--- config.mk ---
export PLATFORM = sky130hd
export DESIGN_NAME = hqc_ct_loader
export DESIGN_NICKNAME = d
export VERILOG_FILES = /design/src/rtl/hqc_ct_pkg.sv /design/src/rtl/hqc_ct_packer.sv /design/src/rtl/hqc_ct_loader.sv
export SDC_FILE = /design/constraint.sdc
export NUM_CORES = 1
export LEC_CHECK = 0
export CAP_MARGIN = 25
export CORE_MARGIN = 8
export CORE_UTILIZATION = 35
export CTS_CLUSTER_SIZE = 40
export DETAILED_ROUTE_END_ITERATION = 10
export DONT_BUFFER_PORTS = 1
export PLACE_DENSITY_LB_ADDON = 0.3
export SLEW_MARGIN = 20
export SYNTH_ARGS = -nofsm -noshare
export SYNTH_HDL_FRONTEND = slang
export SYNTH_SLANG_ARGS = --single-unit
--- constraint.sdc ---
create_clock -name clk -period 4.5 [get_ports clk]
set_clock_uncertainty 0.1 [all_clocks]
set_input_delay 0.9 -clock clk [delete_from_list [all_inputs] [get_ports clk]]
set_output_delay 0.9 -clock clk [all_outputs]
set_load 0.05 [all_outputs]
--- src/rtl/hqc_ct_pkg.sv ---
// ----------------------------------------------------------------------------
// hqc_ct_pkg : shared parameter lookups and encodings for the HQC ct loader
// rev 1.0
// ----------------------------------------------------------------------------
`default_nettype none

package hqc_ct_pkg;

  localparam int RAMWIDTH = 128;
  localparam int D_BYTES  = 64;

  localparam logic [1:0] CT_SEL_U = 2'd0;
  localparam logic [1:0] CT_SEL_V = 2'd1;
  localparam logic [1:0] CT_SEL_D = 2'd2;

  typedef enum logic [2:0] {
    S_IDLE   = 3'd0,
    S_LOAD_U = 3'd1,
    S_LOAD_V = 3'd2,
    S_LOAD_D = 3'd3,
    S_FIN    = 3'd4
  } state_t;

  function automatic int ct_n(input logic [47:0] ps);
    int r;
    r = 17669;
    if (ps == "hqc192") r = 35851;
    if (ps == "hqc256") r = 57637;
    return r;
  endfunction

  function automatic int ct_n1n2(input logic [47:0] ps);
    int r;
    r = 17664;
    if (ps == "hqc192") r = 35840;
    if (ps == "hqc256") r = 57600;
    return r;
  endfunction

  function automatic int ct_u_bytes(input logic [47:0] ps);
    return (ct_n(ps) + 7) / 8;
  endfunction

  function automatic int ct_v_bytes(input logic [47:0] ps);
    return ct_n1n2(ps) / 8;
  endfunction

endpackage

`default_nettype wire

--- src/rtl/hqc_ct_packer.sv ---
// ----------------------------------------------------------------------------
// hqc_ct_packer : 32->128 byte-lane packer with flush-on-last and tail masking
// rev 1.0
// ----------------------------------------------------------------------------
`default_nettype none

module hqc_ct_packer (
  input  logic         clk,
  input  logic         rst,
  input  logic         clear,
  input  logic         beat,
  input  logic         last,
  input  logic [2:0]   last_keep,
  input  logic [7:0]   tail_keep,
  input  logic [31:0]  din,
  output logic         word_done,
  output logic [127:0] word,
  output logic         pad_bad
);

  logic [1:0]   lane;
  logic [127:0] acc;
  logic [31:0]  lane_bytes;
  logic [7:0]   b;

  // Stream byte k (din[31-8k -: 8]) lands in the low-order byte first of its lane.
  always_comb begin
    lane_bytes = '0;
    pad_bad    = 1'b0;
    b          = '0;
    for (int k = 0; k < 4; k++) begin
      b = din[31-8*k -: 8];
      if (last && (k >= int'(last_keep))) begin
        b = '0;
      end else if (last && (k == int'(last_keep) - 1)) begin
        pad_bad = beat && (|(b & ~tail_keep));
        b       = b & tail_keep;
      end
      lane_bytes[8*k +: 8] = b;
    end
    word                = acc;
    word[32*lane +: 32] = lane_bytes;
    word_done           = beat && ((lane == 2'd3) || last);
  end

  always_ff @(posedge clk or negedge rst) begin
    if (!rst) begin
      lane <= '0;
      acc  <= '0;
    end else if (clear) begin
      lane <= '0;
      acc  <= '0;
    end else if (beat) begin
      if (word_done) begin
        lane <= '0;
        acc  <= '0;
      end else begin
        lane <= lane + 2'd1;
        acc  <= word;
      end
    end
  end

endmodule

`default_nettype wire

--- src/rtl/hqc_ct_loader.sv ---
// ----------------------------------------------------------------------------
// hqc_ct_loader : decap ciphertext ingest, 32-bit stream into u/v/d RAM words
// rev 1.0
// ----------------------------------------------------------------------------
`default_nettype none

module hqc_ct_loader
  import hqc_ct_pkg::*;
#(
  parameter logic [47:0] PARAMETER_SET = "hqc128",
  parameter int N       = ct_n(PARAMETER_SET),
  parameter int N1N2    = ct_n1n2(PARAMETER_SET),
  parameter int U_BYTES = (N + 7) / 8,
  parameter int V_BYTES = N1N2 / 8,
  parameter int ADDR_W  = $clog2((N + RAMWIDTH - 1) / RAMWIDTH)
) (
  input  logic              clk,
  input  logic              rst,
  input  logic              start,
  input  logic [31:0]       din,
  input  logic              din_valid,
  output logic              din_ready,
  output logic              ct_wen,
  output logic [1:0]        ct_sel,
  output logic [ADDR_W-1:0] ct_addr,
  output logic [127:0]      ct_wdata,
  output logic              busy,
  output logic              done,
  output logic              pad_err
);

  localparam int U_BEATS = (U_BYTES + 3) / 4;
  localparam int V_BEATS = (V_BYTES + 3) / 4;
  localparam int D_BEATS = (D_BYTES + 3) / 4;
  localparam int CNT_W   = $clog2(U_BEATS + 1);
  localparam logic [2:0] U_KEEP = 3'((U_BYTES - 1) % 4 + 1);
  localparam logic [2:0] V_KEEP = 3'((V_BYTES - 1) % 4 + 1);
  localparam logic [2:0] D_KEEP = 3'((D_BYTES - 1) % 4 + 1);
  localparam int N_REM = N % 8;
  localparam logic [7:0] U_TAIL = (N_REM == 0) ? 8'hFF : 8'((1 << N_REM) - 1);

  state_t            state, state_nxt;
  logic [CNT_W-1:0]  cnt, sec_last;
  logic [ADDR_W-1:0] waddr;
  logic              beat, last, clear, done_nxt;
  logic [2:0]        last_keep;
  logic [7:0]        tail_keep;
  logic [1:0]        sel_cur;
  logic              word_done, pad_bad;
  logic [127:0]      word;

  assign din_ready = (state == S_LOAD_U) || (state == S_LOAD_V) || (state == S_LOAD_D);
  assign busy      = (state != S_IDLE);
  assign beat      = din_valid && din_ready;
  assign last      = beat && (cnt == sec_last);

  always_comb begin
    state_nxt = state;
    clear     = 1'b0;
    done_nxt  = 1'b0;
    sec_last  = CNT_W'(U_BEATS - 1);
    last_keep = U_KEEP;
    tail_keep = 8'hFF;
    sel_cur   = CT_SEL_U;
    case (state)
      S_IDLE: begin
        if (start) begin
          clear     = 1'b1;
          state_nxt = S_LOAD_U;
        end
      end
      S_LOAD_U: begin
        tail_keep = U_TAIL;
        if (last) state_nxt = S_LOAD_V;
      end
      S_LOAD_V: begin
        sec_last  = CNT_W'(V_BEATS - 1);
        last_keep = V_KEEP;
        sel_cur   = CT_SEL_V;
        if (last) state_nxt = S_LOAD_D;
      end
      S_LOAD_D: begin
        sec_last  = CNT_W'(D_BEATS - 1);
        last_keep = D_KEEP;
        sel_cur   = CT_SEL_D;
        if (last) state_nxt = S_FIN;
      end
      S_FIN: begin
        // ct_wen here is the final d flush issued from the last d beat
        if (ct_wen) begin
          done_nxt  = 1'b1;
          state_nxt = S_IDLE;
        end
      end
      default: state_nxt = S_IDLE;
    endcase
  end

  always_ff @(posedge clk or negedge rst) begin
    if (!rst) state <= S_IDLE;
    else      state <= state_nxt;
  end

  // Write register is separate from the section state so a flush can carry
  // the old ct_sel while the next section already accepts beats.
  always_ff @(posedge clk or negedge rst) begin
    if (!rst) begin
      cnt      <= '0;
      waddr    <= '0;
      ct_wen   <= 1'b0;
      ct_sel   <= CT_SEL_U;
      ct_addr  <= '0;
      ct_wdata <= '0;
      done     <= 1'b0;
      pad_err  <= 1'b0;
    end else begin
      done   <= done_nxt;
      ct_wen <= word_done;
      if (clear) begin
        cnt     <= '0;
        waddr   <= '0;
        pad_err <= 1'b0;
      end else if (beat) begin
        cnt <= last ? '0 : cnt + 1'b1;
        if (pad_bad) pad_err <= 1'b1;
      end
      if (word_done) begin
        ct_sel   <= sel_cur;
        ct_addr  <= waddr;
        ct_wdata <= word;
        waddr    <= last ? '0 : waddr + 1'b1;
      end
    end
  end

  hqc_ct_packer u_packer (
    .clk       (clk),
    .rst       (rst),
    .clear     (clear),
    .beat      (beat),
    .last      (last),
    .last_keep (last_keep),
    .tail_keep (tail_keep),
    .din       (din),
    .word_done (word_done),
    .word      (word),
    .pad_bad   (pad_bad)
  );

endmodule

`default_nettype wire

==> summary.md, run 1 <==
| Metric | Value |
|---|---|
| Antenna-violating nets left | 0 |
| DR pass1 iterations | 5 |
| Routed WL | 37900 um |
| Num ports | 179 |
| R2R depth | 6 |
| Reg power frac | 52.7% |
| Final Util | 39.8% |
| Switching power | 0.00378 W |
| Register area share after synthesis | 56.8% |
| Die Y | 208 um |
| Clock-pin slew of the registers on the worst-case setup and hold paths | 0.06 ns |
| Max Freq | 0.302 GHz |
| Vias in the first global route | 8766 |
| Initial antenna violation count | 0 |
| Fin. max-slew vios | 0 |
| Buffers on Ports | 0 |
| P per Cell Area | 636 mW/mm^2 |
| Clk root buf | clkbuf_16 |
| TritonCTS Buffers | 35 |
| Comb pwr share | 17.5% |
| Slowest stage delay, CP | 0.95 ns |
| Crit end category | register |
| # H-tree levels | 2 |
| Reg-to-Reg End | u_packer.acc[20] |
| Final setup fails | 0 |
| Async set-reset flop share out of synthesis | 100% |
| Initial Util | 35.3% |
| CTS tree | built |
| Final net count | 992 |
| Post_cts resized | 0 |
| Wire length per cell | 26.3 um |
| Mean number of vias per cell | 6.00 |
| Max-cap violation count | 0 |
| CP Class | reg -> reg |
| P_int | 0.00544 W |
| Later-pin clock latency in the skew report | 0.52 ns |
| Std-Cell Rows | 70 |
| Final TNS setup | 0 ns |
| Minimum clock period | 3.31 ns |
| Area Growth Syn to Fin | 12.8% |
| Worst path cell trace | nand2b_4, and4_1, o211a_1, o41ai_4, buf_4, o2bb2ai_1 |
| Reg2reg setup slack | 1.19 ns |
| Final Cycle Share | 73.5% |
| Number of synthesized flops with an enable pin | 0 |
| Post-synthesis cell type count | 59 |
| CP Max Fanout | 21 |
| GRT Overall Usage | 16.9% |
| HP Class | in -> async |
| Start of the worst register-to-register path | state[2] |
| Synthesized instance count | 979 |
| Detailed placement HPWL | 22000 um |
| Worst EP required | 4.83 ns |
| Global placer's final weighted congestion | 0.747 |
| Startpoint Class | register |
| Clock sink count | 292 |
| Crit-path slowest cell | o41ai_4 |
| Core area | 0.0364 sq mm |
| Worst vdd ir | 380 uV |
| Max_slew headroom | 32.5% |
| Layout fillers | 3419 |
| GR Overflow Total | 0 |
| Die ar. | 0.0431 sq mm |
| Leak Pwr | 6.49 nW |
| Worst slew pin tran | 0.998 ns |
| DRC | 0 |
| Status | completed |
| Net Sw Frac | 41.0% |
| Initial drt markers | 630 |
| Antenna Cells | 0 |
| Worst Path Arrival | 3.63 ns |
| Syn. warnings | 0 |
| Mapped Nets | 1023 |
| Main flop type after synthesis | dfrtp_1 |
| Longest Clk Path Bufs | 3 |
| # Post-CTS Setup Buffers | 0 |
| Layout cells sized above 1 | 17.9% |
| RSZ-0062 raised after global routing | false |
| DR vias | 8638 |
| Syn Area/Cell | 13.1 sq um |
| Clock share of power | 29.8% |
| Fin. Hold Viols | 0 |
| Die W | 208 um |
| Largest net degree at the start of global routing | 293 |
| Multi-input gate area | 0.00506 sq mm |
| Post-Syn Area | 0.0129 sq mm |
| Flops & latches, synth | 292 |
| Sequential Area | 0.00731 sq mm |
| First-pass GRT wire length | 57400 um |
routing by layer:
layer / wire [um] / up-vias / track usage, % / part of all wire, %
met2: 17400 / 319 / 26.1 / 46
met5: 0 / - / 0 / 0
met4: 862 / 0 / 5.19 / 2.3
li1: - / 3768 / - / -
met1: 16200 / 4494 / 21.9 / 43
met3: 3500 / 57 / 6.17 / 9.2
cells by family after synthesis:
| kind of cell | after synthesis | share of synthesized area, % |
|---|---|---|
| adders and majority gates | 8 | 0.779 |
| muxes | 140 | 12.0 |
| DFF | 292 | 56.8 |
| and+or+nand+nor | 110 | 4.54 |
| buffers and inverters | 128 | 4.60 |
| AOI/OAI and AO/OA | 293 | 20.7 |
| xor gates and xnor gates | 8 | 0.545 |
worst max path at each step:
stage               startpoint          endpoint  slack [ns]  cells past startpoint
finish                state[2]  u_packer.acc[20]        1.19                      6
CTS                   state[2]  u_packer.acc[27]        1.11                      6
global placement     din_valid     ct_wdata[120]        1.10                      6
global route          state[2]  u_packer.acc[19]        0.97                      6
floorplan             state[0]  u_packer.acc[76]        1.73                      8
detailed placement   din_valid     ct_wdata[120]        1.09                      6
placed cells by master, fill, tap and decap left out, drive strengths merged, types with 2 or more instances in the layout:
cell,instances
clkinv,7
mux2,115
inv,33
buf,26
nor4b,4
o41ai,4
nand3,9
nand3b,2
nand4,5
a31oi,4
a32o,86
mux2i,25
dfrtp,292
or4,2
nor4,4
a32oi,24
or3,6
a21o,2
and3,5
nor3,6
a211oi,2
nor2,16
ha,8
nand2,39
xor2,7
clkbuf,54
a22o,41
nand4bb,2
o21ai,6
o2bb2ai,110
and4,2
nand2b,2
cell usage after synthesis (6+ instances only):
| cell type | n | area (sq um) |
|---|---|---|
| a22o_1 | 41 | 359 |
| a32o_1 | 86 | 861 |
| a32oi_1 | 24 | 210 |
| buf_1 | 11 | 41.3 |
| buf_2 | 23 | 115 |
| buf_6 | 9 | 101 |
| clkbuf_1 | 47 | 176 |
| dfrtp_1 | 292 | 7310 |
| ha_1 | 8 | 100 |
| inv_1 | 33 | 124 |
| mux2_1 | 39 | 439 |
| mux2_2 | 76 | 856 |
| mux2i_1 | 25 | 250 |
| nand2_1 | 39 | 146 |
| nand3_1 | 9 | 45.0 |
| nor2_1 | 16 | 60.1 |
| nor3_1 | 6 | 30.0 |
| o2bb2ai_1 | 110 | 963 |
| or3_1 | 6 | 37.5 |
| xor2_1 | 7 | 61.3 |
stage by stage:
| step | cells | setup WS [ns] | total power [W] | cell area (sq um) | hold slack, ns |
|---|---|---|---|---|---|
| after global routing | 1440 | 0.968 | 0.00964 | 14500 | 0.110 |
| final | 1440 | 1.19 | 0.00922 | 14500 | 0.123 |
| after global placement | 1373 | 1.10 | 0.00646 | 13300 | 0.371 |
| after floorplan | 979 | 1.73 | 0.00587 | 12900 | 0.356 |
| after CTS | 1434 | 1.11 | 0.00927 | 14400 | -0.0407 |
| after detailed placement | 1373 | 1.09 | 0.00649 | 13300 | 0.374 |
state kept, by name, summed over array words and instances (netlist names), 2 cells and up:
register	count
u_packer.lane	2
cnt	10
waddr	8
ct_sel	2
u_packer.acc	128
ct_wdata	128
ct_addr	8
state	3
power groups by stage:
stage	clock network (W)	registers (W)	logic [W]
2_1_floorplan	0	0.00473	0.00115
5_1_grt	0.00293	0.00494	0.00177
3_5_place_dp	0	0.00492	0.00156
6_report	0.00274	0.00486	0.00162
4_1_cts	0.00283	0.00488	0.00157
3_3_place_gp	0	0.00493	0.00153
final cells by class:
cell class	count	area share [%]
flip-flops and latches	292	50.4
well taps	468	4.04
clock inverters	7	0.311
inverters	34	0.880
repair buffers	26	2.11
clock buffers	54	7.38
multi-input cells	559	34.9
worst max-delay path: cells and delay by family, from the launching register on:
kind / cells / cell delay, ns
AND/OR/NAND/NOR: 2 / 0.48
AO/OA/AOI/OAI: 3 / 1.64
buffers and inverters: 1 / 0.48
flip-flops: 1 / 0.50
(Power assumes the default switching activity.)
==> run 2, diff against run 1 <==
clock period = 2.9 ns   (was 4.5 ns; I/O delays follow)
==> run 2 against run 1 <==
The flow now finishes with violations (negative hold slack); cell area is 1.3% higher; register-to-register slack worse by 1.0 ns; flip-flop and latch count stayed put; total power is 55% higher; wire length is 0.86% lower; global-route usage is 0.38 points higher; clock-buffer cell count is 2 lower; via count is 0.43% lower; utilization is 0.53 points higher; clock power is 56% higher; maximum frequency is 20% higher; critical path depth is 1 higher; critical path type unchanged; largest power group unchanged.
==> summary.md, run 2 (synthesized netlist as in run 1, its figures left out) <==
| Metric | Value |
|---|---|
| Layout fillers | 3414 |
| DR pass1 iterations | 5 |
| Antenna-violating nets left | 0 |
| P per Cell Area | 976 mW/mm^2 |
| Mean number of vias per cell | 5.87 |
| Die W | 208 um |
| Vias in the first global route | 8987 |
| Startpoint Class | register |
| Initial Util | 35.3% |
| Std-Cell Rows | 70 |
| Worst vdd ir | 624 uV |
| Most common cell after layout, fill and taps aside | dfrtp_1 |
| Buffers on Ports | 0 |
| Worst Path Arrival | 3.09 ns |
| Reg power frac | 52.4% |
| HP Class | in -> async |
| Clk root buf | clkbuf_16 |
| Start of the worst register-to-register path | state[1] |
| Area Growth Syn to Fin | 14.3% |
| GR Overflow Total | 0 |
| CTS tree | built |
| Switching power | 0.00582 W |
| Initial antenna violation count | 0 |
| Fin. Hold Viols | 292 |
| GRT Overall Usage | 17.3% |
| Minimum clock period | 2.75 ns |
| # Post-CTS Setup Buffers | 0 |
| Final TNS setup | 0 ns |
| Total power | 0.0143 W |
| Status | complete, but fails checks |
| Leak Pwr | 6.60 nW |
| Later-pin clock latency in the skew report | 0.53 ns |
| Die Y | 208 um |
| Final Cycle Share | 94.7% |
| Layout cells sized above 1 | 20.0% |
| Comb pwr share | 17.7% |
| DR vias | 8601 |
| Core area | 0.0364 sq mm |
| Antenna Cells | 0 |
| Worst EP required | 3.25 ns |
| Post-route cell area | 0.0147 sq mm |
| Max-cap violation count | 0 |
| DRC | 0 |
| First-pass GRT wire length | 58400 um |
| Final net count | 1018 |
| P_int | 0.00851 W |
| Global placer's final weighted congestion | 0.762 |
| Max Freq | 0.364 GHz |
| Reg-to-Reg End | u_packer.acc[25] |
| Largest net degree at the start of global routing | 293 |
| Failing checks | negative hold slack |
| Reg2reg setup slack | 0.15 ns |
| RSZ-0062 raised after global routing | false |
| Biggest regs | ct_wdata x128, u_packer.acc x128, cnt x10 |
| CP Max Fanout | 21 |
| Worst slew pin tran | 0.977 ns |
| Fin. max-slew vios | 0 |
| Routed WL | 37600 um |
| CP Class | reg -> reg |
| Final setup fails | 0 |
| Die ar. | 0.0431 sq mm |
| Max_slew headroom | 34.6% |
| TritonCTS Buffers | 35 |
| Clock sink count | 292 |
| Clock share of power | 29.8% |
| Longest Clk Path Bufs | 3 |
| Wire length per cell | 25.7 um |
| Crit end category | register |
| Detailed placement HPWL | 23000 um |
| R2R depth | 7 |
| # H-tree levels | 2 |
| Clock-pin slew of the registers on the worst-case setup and hold paths | 0.06 ns |
| Initial drt markers | 588 |
| Net Sw Frac | 40.6% |
| Placed Area | 0.0136 sq mm |
| Most frequent cells in the layout | dfrtp_1, o2bb2ai_1, a32o_1 |
| Hold_ws | -0.338 ns |
| Num ports | 179 |
-- run 2: changes by cell type in the layout (fill, tap and decap cells not counted), sizes merged --
| cell | before | now |
|---|---|---|
| buf | 26 | 52 |
| clkinv | 7 | 3 |
| clkbuf | 54 | 52 |
| clkinvlp | 1 | 3 |
| inv | 33 | 35 |
| bufinv | 0 | 1 |
-- run 2: worst max-delay path: stages (launching register included) --
cell	delay, ns
dfrtp_1	0.44
nand2b_4	0.10
and4_1	0.23
o211a_1	0.30
buf_4	0.20
o41ai_4	0.86
buf_12	0.29
o2bb2ai_1	0.14
-- run 2: power groups by stage --
stage	logic [W]	registers, W	clock network, W
2_1_floorplan	0.00178	0.00733	0
3_3_place_gp	0.00250	0.00762	0
3_5_place_dp	0.00255	0.00762	0
4_1_cts	0.00256	0.00755	0.00443
5_1_grt	0.00278	0.00765	0.00457
6_report	0.00254	0.00752	0.00428
-- run 2: through the flow --
stage / util, % / setup WS [ns] / cells
2_1_floorplan: - / 0.125 / 979
6_report: 40.3 / 0.154 / 1465
3_5_place_dp: 37.2 / 0.126 / 1403
5_1_grt: 40.3 / 0.00886 / 1465
3_3_place_gp: 37.2 / 0.164 / 1403
4_1_cts: 40.2 / 0.0976 / 1463
-- run 2: worst max-delay path by stage --
| stage | from | endpoint | slack (ns) | cells past startpoint |
|---|---|---|---|---|
| CTS | state[1] | u_packer.acc[85] | 0.1 | 7 |
| finish | state[1] | u_packer.acc[25] | 0.15 | 7 |
| global placement | state[2] | u_packer.acc[90] | 0.16 | 7 |
| detailed placement | state[2] | u_packer.acc[81] | 0.13 | 7 |
| global route | state[1] | u_packer.acc[20] | 0.009 | 7 |
| floorplan | state[0] | u_packer.acc[76] | 0.13 | 8 |
-- run 2: layer usage --
metal  GRT usage (%)  share of wire [%]
met5               0                  0
met4            5.58                2.2
met3            5.39                7.8
met2            26.8                 46
met1            22.8                 44
-- run 2: timing repair --
| item | 4_1_cts | 5_1_grt |
|---|---|---|
| hold endpoints to repair | 292 | 292 |
| setup endpoints to repair | 0 | 4 |
| resized for setup | 0 | 1 |
-- run 2: area by class of cell --
class	count	area, sq um	share of cell area (%)
inverters	34	128	0.869
well taps	468	586	3.99
multi-input cells	559	5070	34.5
repair buffers	52	498	3.39
clock buffers	52	1020	6.94
clock inverters	8	86.3	0.588
flip-flops and latches	292	7310	49.7
